### src/rtl/dcache_controller.sv
// Direct-mapped write-back/write-allocate data cache: 16 lines x 4 words, single memory port.
// Define DCACHE_STATS_EN to build the saturating hit/miss counters; otherwise both read 0.
module dcache_controller (
   input  logic         clk,
   input  logic         rst_n,
   input  logic         mem_read,
   input  logic         mem_write,
   input  logic [31:0]  cpu_addr,
   input  logic [31:0]  cpu_wdata,
   output logic [31:0]  cpu_rdata,
   output logic         cpu_stall,
   output logic         mem_rd_req,
   output logic         mem_wr_req,
   output logic [27:0]  mem_addr,
   output logic [127:0] mem_wdata,
   input  logic [127:0] mem_rdata,
   input  logic         mem_ack,
   output logic [15:0]  hit_count,
   output logic [15:0]  miss_count,
   output logic [1:0]   fsm_state
);

   typedef enum logic [1:0] {
      IDLE       = 2'd0,
      WRITE_BACK = 2'd1,
      ALLOCATE   = 2'd2
   } state_t;

   state_t state;

   logic [15:0]  valid;
   logic [15:0]  dirty;
   logic [23:0]  tag_mem  [16];
   logic [127:0] data_mem [16];

   logic [3:0]  index;
   logic [1:0]  word_sel;
   logic [6:0]  word_lsb;
   logic [23:0] addr_tag;
   logic        req;
   logic        hit;
   logic        wr_hit;
   logic        victim_dirty;
   logic        unused_addr_bits;

   assign index            = cpu_addr[7:4];
   assign word_sel         = cpu_addr[3:2];
   assign word_lsb         = {word_sel, 5'd0};
   assign addr_tag         = cpu_addr[31:8];
   assign unused_addr_bits = ^cpu_addr[1:0];

   assign req          = mem_read | mem_write;
   assign hit          = (state == IDLE) & req & valid[index] & (tag_mem[index] == addr_tag);
   assign wr_hit       = hit & mem_write;
   assign victim_dirty = valid[index] & dirty[index];

   // Read data is the pre-store word even when a store hits in the same cycle.
   assign cpu_rdata = hit ? data_mem[index][word_lsb +: 32] : 32'd0;
   assign cpu_stall = (state != IDLE) | (req & ~hit);
   assign fsm_state = state;

   always_ff @(posedge clk or negedge rst_n) begin
      if (!rst_n) begin
         state      <= IDLE;
         mem_rd_req <= 1'b0;
         mem_wr_req <= 1'b0;
         mem_addr   <= '0;
         mem_wdata  <= '0;
         valid      <= '0;
         dirty      <= '0;
      end else begin
         case (state)
            IDLE: begin
               if (req && !hit) begin
                  if (victim_dirty) begin
                     state      <= WRITE_BACK;
                     mem_wr_req <= 1'b1;
                     mem_addr   <= {tag_mem[index], index};
                     mem_wdata  <= data_mem[index];
                  end else begin
                     state      <= ALLOCATE;
                     mem_rd_req <= 1'b1;
                     mem_addr   <= cpu_addr[31:4];
                  end
               end else if (wr_hit) begin
                  dirty[index] <= 1'b1;
               end
            end
            WRITE_BACK: begin
               if (mem_ack) begin
                  state      <= ALLOCATE;
                  mem_wr_req <= 1'b0;
                  mem_rd_req <= 1'b1;
                  mem_addr   <= cpu_addr[31:4];
               end
            end
            ALLOCATE: begin
               if (mem_ack) begin
                  state        <= IDLE;
                  mem_rd_req   <= 1'b0;
                  valid[index] <= 1'b1;
                  dirty[index] <= 1'b0;
               end
            end
            default: begin
               state      <= IDLE;
               mem_rd_req <= 1'b0;
               mem_wr_req <= 1'b0;
            end
         endcase
      end
   end

   // Tag and data storage carry no reset; the valid bits qualify them.
   always_ff @(posedge clk) begin
      if (wr_hit) begin
         data_mem[index][word_lsb +: 32] <= cpu_wdata;
      end else if (state == ALLOCATE && mem_ack) begin
         data_mem[index] <= mem_rdata;
         tag_mem[index]  <= addr_tag;
      end
   end

`ifdef DCACHE_STATS_EN
   always_ff @(posedge clk or negedge rst_n) begin
      if (!rst_n) begin
         hit_count  <= '0;
         miss_count <= '0;
      end else begin
         if (hit && hit_count != 16'hFFFF) begin
            hit_count <= hit_count + 16'd1;
         end
         if (state == IDLE && req && !hit && miss_count != 16'hFFFF) begin
            miss_count <= miss_count + 16'd1;
         end
      end
   end
`else
   assign hit_count  = 16'd0;
   assign miss_count = 16'd0;
`endif

endmodule

### config.mk
export PLATFORM = sky130hd
export DESIGN_NAME = dcache_controller
export DESIGN_NICKNAME = d
export VERILOG_FILES = /design/src/rtl/dcache_controller.sv
export SDC_FILE = /design/constraint.sdc
export NUM_CORES = 2
export LEC_CHECK = 0
export CORE_MARGIN = 4
export CORE_UTILIZATION = 45
export DETAILED_ROUTE_END_ITERATION = 8
export HOLD_SLACK_MARGIN = 0.1
export PLACE_DENSITY = 0.66
export SLEW_MARGIN = 5
export SYNTH_ARGS = -nofsm -noshare
export SYNTH_HDL_FRONTEND = slang
export SYNTH_SLANG_ARGS = --single-unit
### constraint.sdc
create_clock -name clk -period 10.1 [get_ports clk]
set_input_delay 2.525 -clock clk [delete_from_list [all_inputs] [get_ports clk]]
set_output_delay 2.525 -clock clk [all_outputs]
set_load 0.005 [all_outputs]
* Yosys cells after proc, flatten, opt, wreduce, memory -nomap -nowiden
Memories as Yosys holds them, arrays and structs flattened.
Index checks and enable logic that the tools add are counted.
W data, S select, Z words.
** Word-level totals
- Register bits :: 192
- Memory bits (writable) :: 2432
- Input bits :: 197
- Output and inout bits :: 225
- Word-level logic and storage cells :: 343
- Memories :: 2
** Memory list
- data_mem :: depth 16, width 128, rd ports 1, clocked after memory_dff 0, wr ports 1, line 34 : logic [127:0] data_mem [16];
- tag_mem :: depth 16, width 24, rd ports 1, clocked after memory_dff 0, wr ports 1, line 33 : logic [23:0] tag_mem [16];
** Cells by class
- $add $sub $neg :: 1
- Order comparisons :: 2
- Equal/unequal tests :: 10
- Shifts and indexed selects :: 3
- Multiplexer cells :: 161
- Bitwise gates (word level) :: 142
- Reductions and logical operators :: 15
** Operator list (number)
- $mux W1 :: 141
- $or A1 B1 Y1 :: 130
- $mux W128 :: 1
- $shift A32 B9 Y128 const A :: 1
- $shiftx A128 B8 Y32 :: 1
- $shiftx A32 B9 Y128 :: 1
- $mux W28 :: 3
- $pmux W28 S2 :: 1
- $mux W16 :: 3
- $mux W32 :: 1
- $or A16 B16 Y16 :: 2
- $pmux W16 S2 :: 1
- $eq A24 B24 Y1 :: 1
- $and A16 B16 Y16 :: 1
- $not A16 Y16 :: 1
- $ne A2 B2 Y1 const B :: 6
- $reduce_and A4 Y1 :: 3
- $neg A7 Y9 :: 1
- $reduce_and A3 Y1 :: 3
- $bmux W1 S4 :: 2
- $mux W2 :: 4
- $and A1 B1 Y1 :: 6
- $pmux W1 S3 :: 2
- $pmux W2 S3 :: 1
- 12 further kinds :: 17

* Longest topological paths before layout
- Depth in word-level cells :: 8
- Gate-level depth with buffers :: 17
- Depth with buffers taken out :: 9

* Worst setup path before layout
OpenSTA, ideal clock, no wires.
- Path kind :: in2out
- Start point :: in cpu_addr[4]
- End point :: out cpu_rdata[0]
- Arrival time :: 5.728 ns
- Data required time :: 7.575 ns
- Slack :: 1.847 ns
- Stages :: 10
- Buffers on the path :: 6
- Path through :: buf_4 -> buf_4 -> buf_2 -> buf_2 -> clkbuf_1 -> buf_1 -> mux4_2 -> mux4_2 -> mux4_2 -> nor2b_1
** Between the ends
- Word-level cells in the longest chain between the ends :: 5
- Elaborated cells on any way between the ends :: 9
- Those cells by class :: eq/ne: 1; shift: 1; mux: 3; bitwise: 2; memory: 2
** Ends and longest elaborated chain
- from (decl) :: line 8 : input logic [31:0] cpu_addr,
- parallel branches: the longest is 4 deep, another holds $mem_v2 Z16 W128
- $mux W32 * :: line 58 : assign cpu_rdata = hit ? data_mem[index][word_lsb +: 32] : 32'd0;
- to (decl) :: line 10 : output logic [31:0] cpu_rdata,
Mark *: on every way between the ends. The select of a mux whose other input is x is not followed.

* Worst setup path after layout
- Start point :: in cpu_addr[7]
- End point :: out cpu_rdata[3]
The elaborated chain is that of the path after synthesis.

==> results.cfg <==
[cells_and_area]
nFillCells = 17300
nets = 5295
multiInputGateArea_mm2 = 0.0247
syn2layout_area_growth_pct = 16.6
final_cells = 8330
drive_gt1_share_pct = 29.6
register_area_mm2 = 0.0778

[grt]
grt_pass1_wl_um = 407000
grt_pass1_vias = 51300
antenna_found_initial = 43
grt.total_usage_pct = 24.7
grt_max_degree = 108
overflow = 0

[cts]
cts_tree = done
hold_buffers = 0
post-cts-setup-buffer-count = 0
clockBufferDepth = 4
htreeDepth = 5
cts_num_sinks = 2624
clkLatencyLatePin_ps = 940
path_clk_slew_ps = 60
cts_made_buffers = 289
cts_root_buf = clkbuf_16
post_cts_resized = 0

[yosys]
synth_ff_type = edfxtp_1
ys_ff_latch = 2624
synth_top_cell_by_area = edfxtp_1
synth_top_cells_by_area = edfxtp_1, mux4_2, dfrtp_1, mux2_4, a22o_1
synth_cell_types = 70
yosys-top-cells-count = edfxtp_1, mux4_2, dfrtp_1, clkbuf_1, a22o_1
synthesis.area_mm2 = 0.103
synth_warnings = 0
synth_top_area_share_pct = 70.6
synth_edf_count = 2432
syn_inst = 4525
yosysMostFrequentCell = edfxtp_1
synth_seq_area_share_pct = 75.2
syn_area_per_cell_um2 = 22.9
async_flop_share_pct = 7.32

[die]
die_h_um = 488
core_mm2 = 0.228
start_util_pct = 45.4
die_area_mm2 = 0.238
placementRows = 175
top_level_ports = 422
fp.dieW_um = 488

[worst_setup_path]
reg2reg_depth = 12
critPathTopFamily = buffers and inverters
crit_fanout = 90
cp_cell_sequence = buf_8 -> and2_1 -> a22o_1 -> nor4_1 -> a2111oi_0 -> buf_4 -> o211ai_1 -> nand4bb_1 -> nand4b_1 -> buf_4 -> nor2b_1 -> clkdlybuf4s50_1
crit_path_end_kind = output pin
r2r_start = tag_mem[10][5]
path_common_cell = buf_4
cp_slowest_cell = a2111oi_0
r2r_end = data_mem[15][46]
crit_required_ps = 7580
crit_type = input pin to output pin
r2r_setup_slack_ps = 5310
cp_slowest_stage_delay_ps = 790
cp_data_arrival_time_ps = 7140
startpoint_type = input pin
worst-path-stages = 12
cp.buffers_inverters = 4

[detailed_routing]
drtIter0Drc = 6519
wl_um = 295000
viasPerCell = 6.20
num_vias = 51700
dr.pass1.iters = 5
drt.antenna.violating_nets = 0
avgRoutedWirePerCell_um = 35.4
drc = 0

[placement]
portBuffers = 387
finalWeightedCongestion = 0.858
dp_hpwl_um = 182000
dpl.cell_count = 7811

[hold_path]
hold_path_class = flop to flop
whs_path_depth = 1
hold_path_end = valid[10]
worstHoldStart = valid[10]

[power]
p_per_area_mw_per_mm2 = 198
p_leak_nw = 39.5
total_power_w = 0.0239
peakVddDrop_mv = 0.143

[timing]
tightest_slew_ps = 1290
fin_crit_ps = 9660
fmax_ghz = 0.104
slew_violations = 0
relSlewSlack_pct = 14.0
finalSetupTns_ps = 0
fin_skew_ps = 101
setup_violations = 0
rsz0062_at_grt = no
fin_crit_sh_pct = 95.7
hold_viol_final = 0

[run_status]
status = finished clean

[run]
maxCapViolCount = 0
[worst register-to-register path, delay by kind of cell, from the launching register on]
family	cells	cell delay, ps
compound gates	3	750
buf+inv	3	1030
simple gates	3	1470
flops	1	380
mux	3	820
[where the power goes]
part | leakage, nW | internal, W | switching [W] | total (W)
combinational | 10.3 | 0.000634 | 0.00102 | 0.00166
sequential | 24.8 | 0.0121 | 0.0000435 | 0.0122
clock | 4.36 | 0.00597 | 0.00415 | 0.0101
[flip-flops by register name (all words and copies together), names as in the netlist, named ones only]
name and count:
mem_wr_req 1, mem_addr 28, fsm_state 2, mem_rd_req 1, tag_mem 384, data_mem 2048
mem_wdata 128, valid 16
[worst max-delay path by stage]
stage | startpoint | endpoint | slack (ps)
2_1_floorplan | cpu_addr[4] | cpu_rdata[0] | 1850
3_3_place_gp | cpu_addr[7] | cpu_rdata[3] | 470
3_5_place_dp | cpu_addr[7] | cpu_rdata[3] | 460
4_1_cts | cpu_addr[7] | cpu_rdata[3] | 420
5_1_grt | cpu_addr[5] | cpu_rdata[3] | 300
6_report | cpu_addr[7] | cpu_rdata[3] | 440
[layer usage]
metal / vias to the layer above / routed length, µm / track usage [%]
met2: 2860 / 140000 / 38.3
met3: 589 / 28300 / 5.86
li1: 20300 / - / -
met4: 12 / 18900 / 14.0
met5: - / 89 / 0
met1: 27900 / 108000 / 32.3
[logic make-up after synthesis]
| logic type | after synthesis | synth area share [%] |
|---|---|---|
| adder cells (fa/ha/maj) | 5 | 0.0605 |
| other | 1 | 0.00362 |
| flip-flops | 2624 | 75.2 |
| XOR/XNOR | 25 | 0.212 |
| AO/OA/AOI/OAI | 241 | 1.91 |
| AND/OR/NAND/NOR | 305 | 1.58 |
| buffers and inverters | 302 | 1.57 |
| multiplexers | 1022 | 19.4 |
[through the flow]
stage	hold slack [ps]	utilization (%)	instance area, µm²	worst slack, ps
floorplan	434	-	104000	1850
global placement	445	48.9	112000	467
detailed placement	448	48.9	112000	459
CTS	463	52.8	121000	425
global route	473	52.9	121000	302
finish	465	52.9	121000	439
[layout make-up]
cell class / instances / area share [%]
inverters: 13 / 0.0405
clock buffers: 361 / 6.41
repair buffers: 535 / 4.30
flip-flops and latches: 2624 / 64.5
well taps: 3009 / 3.12
diodes: 23 / 0.0477
multi-input cells: 1630 / 20.5
clock inverters: 135 / 1.03
[placed cells by master, fill, tap and decap left out, drive strengths merged, types with 7 or more instances in the layout]
cell,count
edfxtp,2432
mux4,742
clkdlybuf4s50,381
clkbuf,361
dfrtp,192
mux2,175
buf,154
a22o,138
nor2b,109
mux2i,105
clkinv,94
nand2,58
nor2,52
conb,32
nor3,27
diode,23
bufinv,22
o21ai,19
or2,18
inv,18
o22a,16
a22oi,14
clkinvlp,14
xnor2,13
xor2,12
a221oi,8
a21oi,8
and2,7
nor4,7
(Power assumes the default switching activity.)
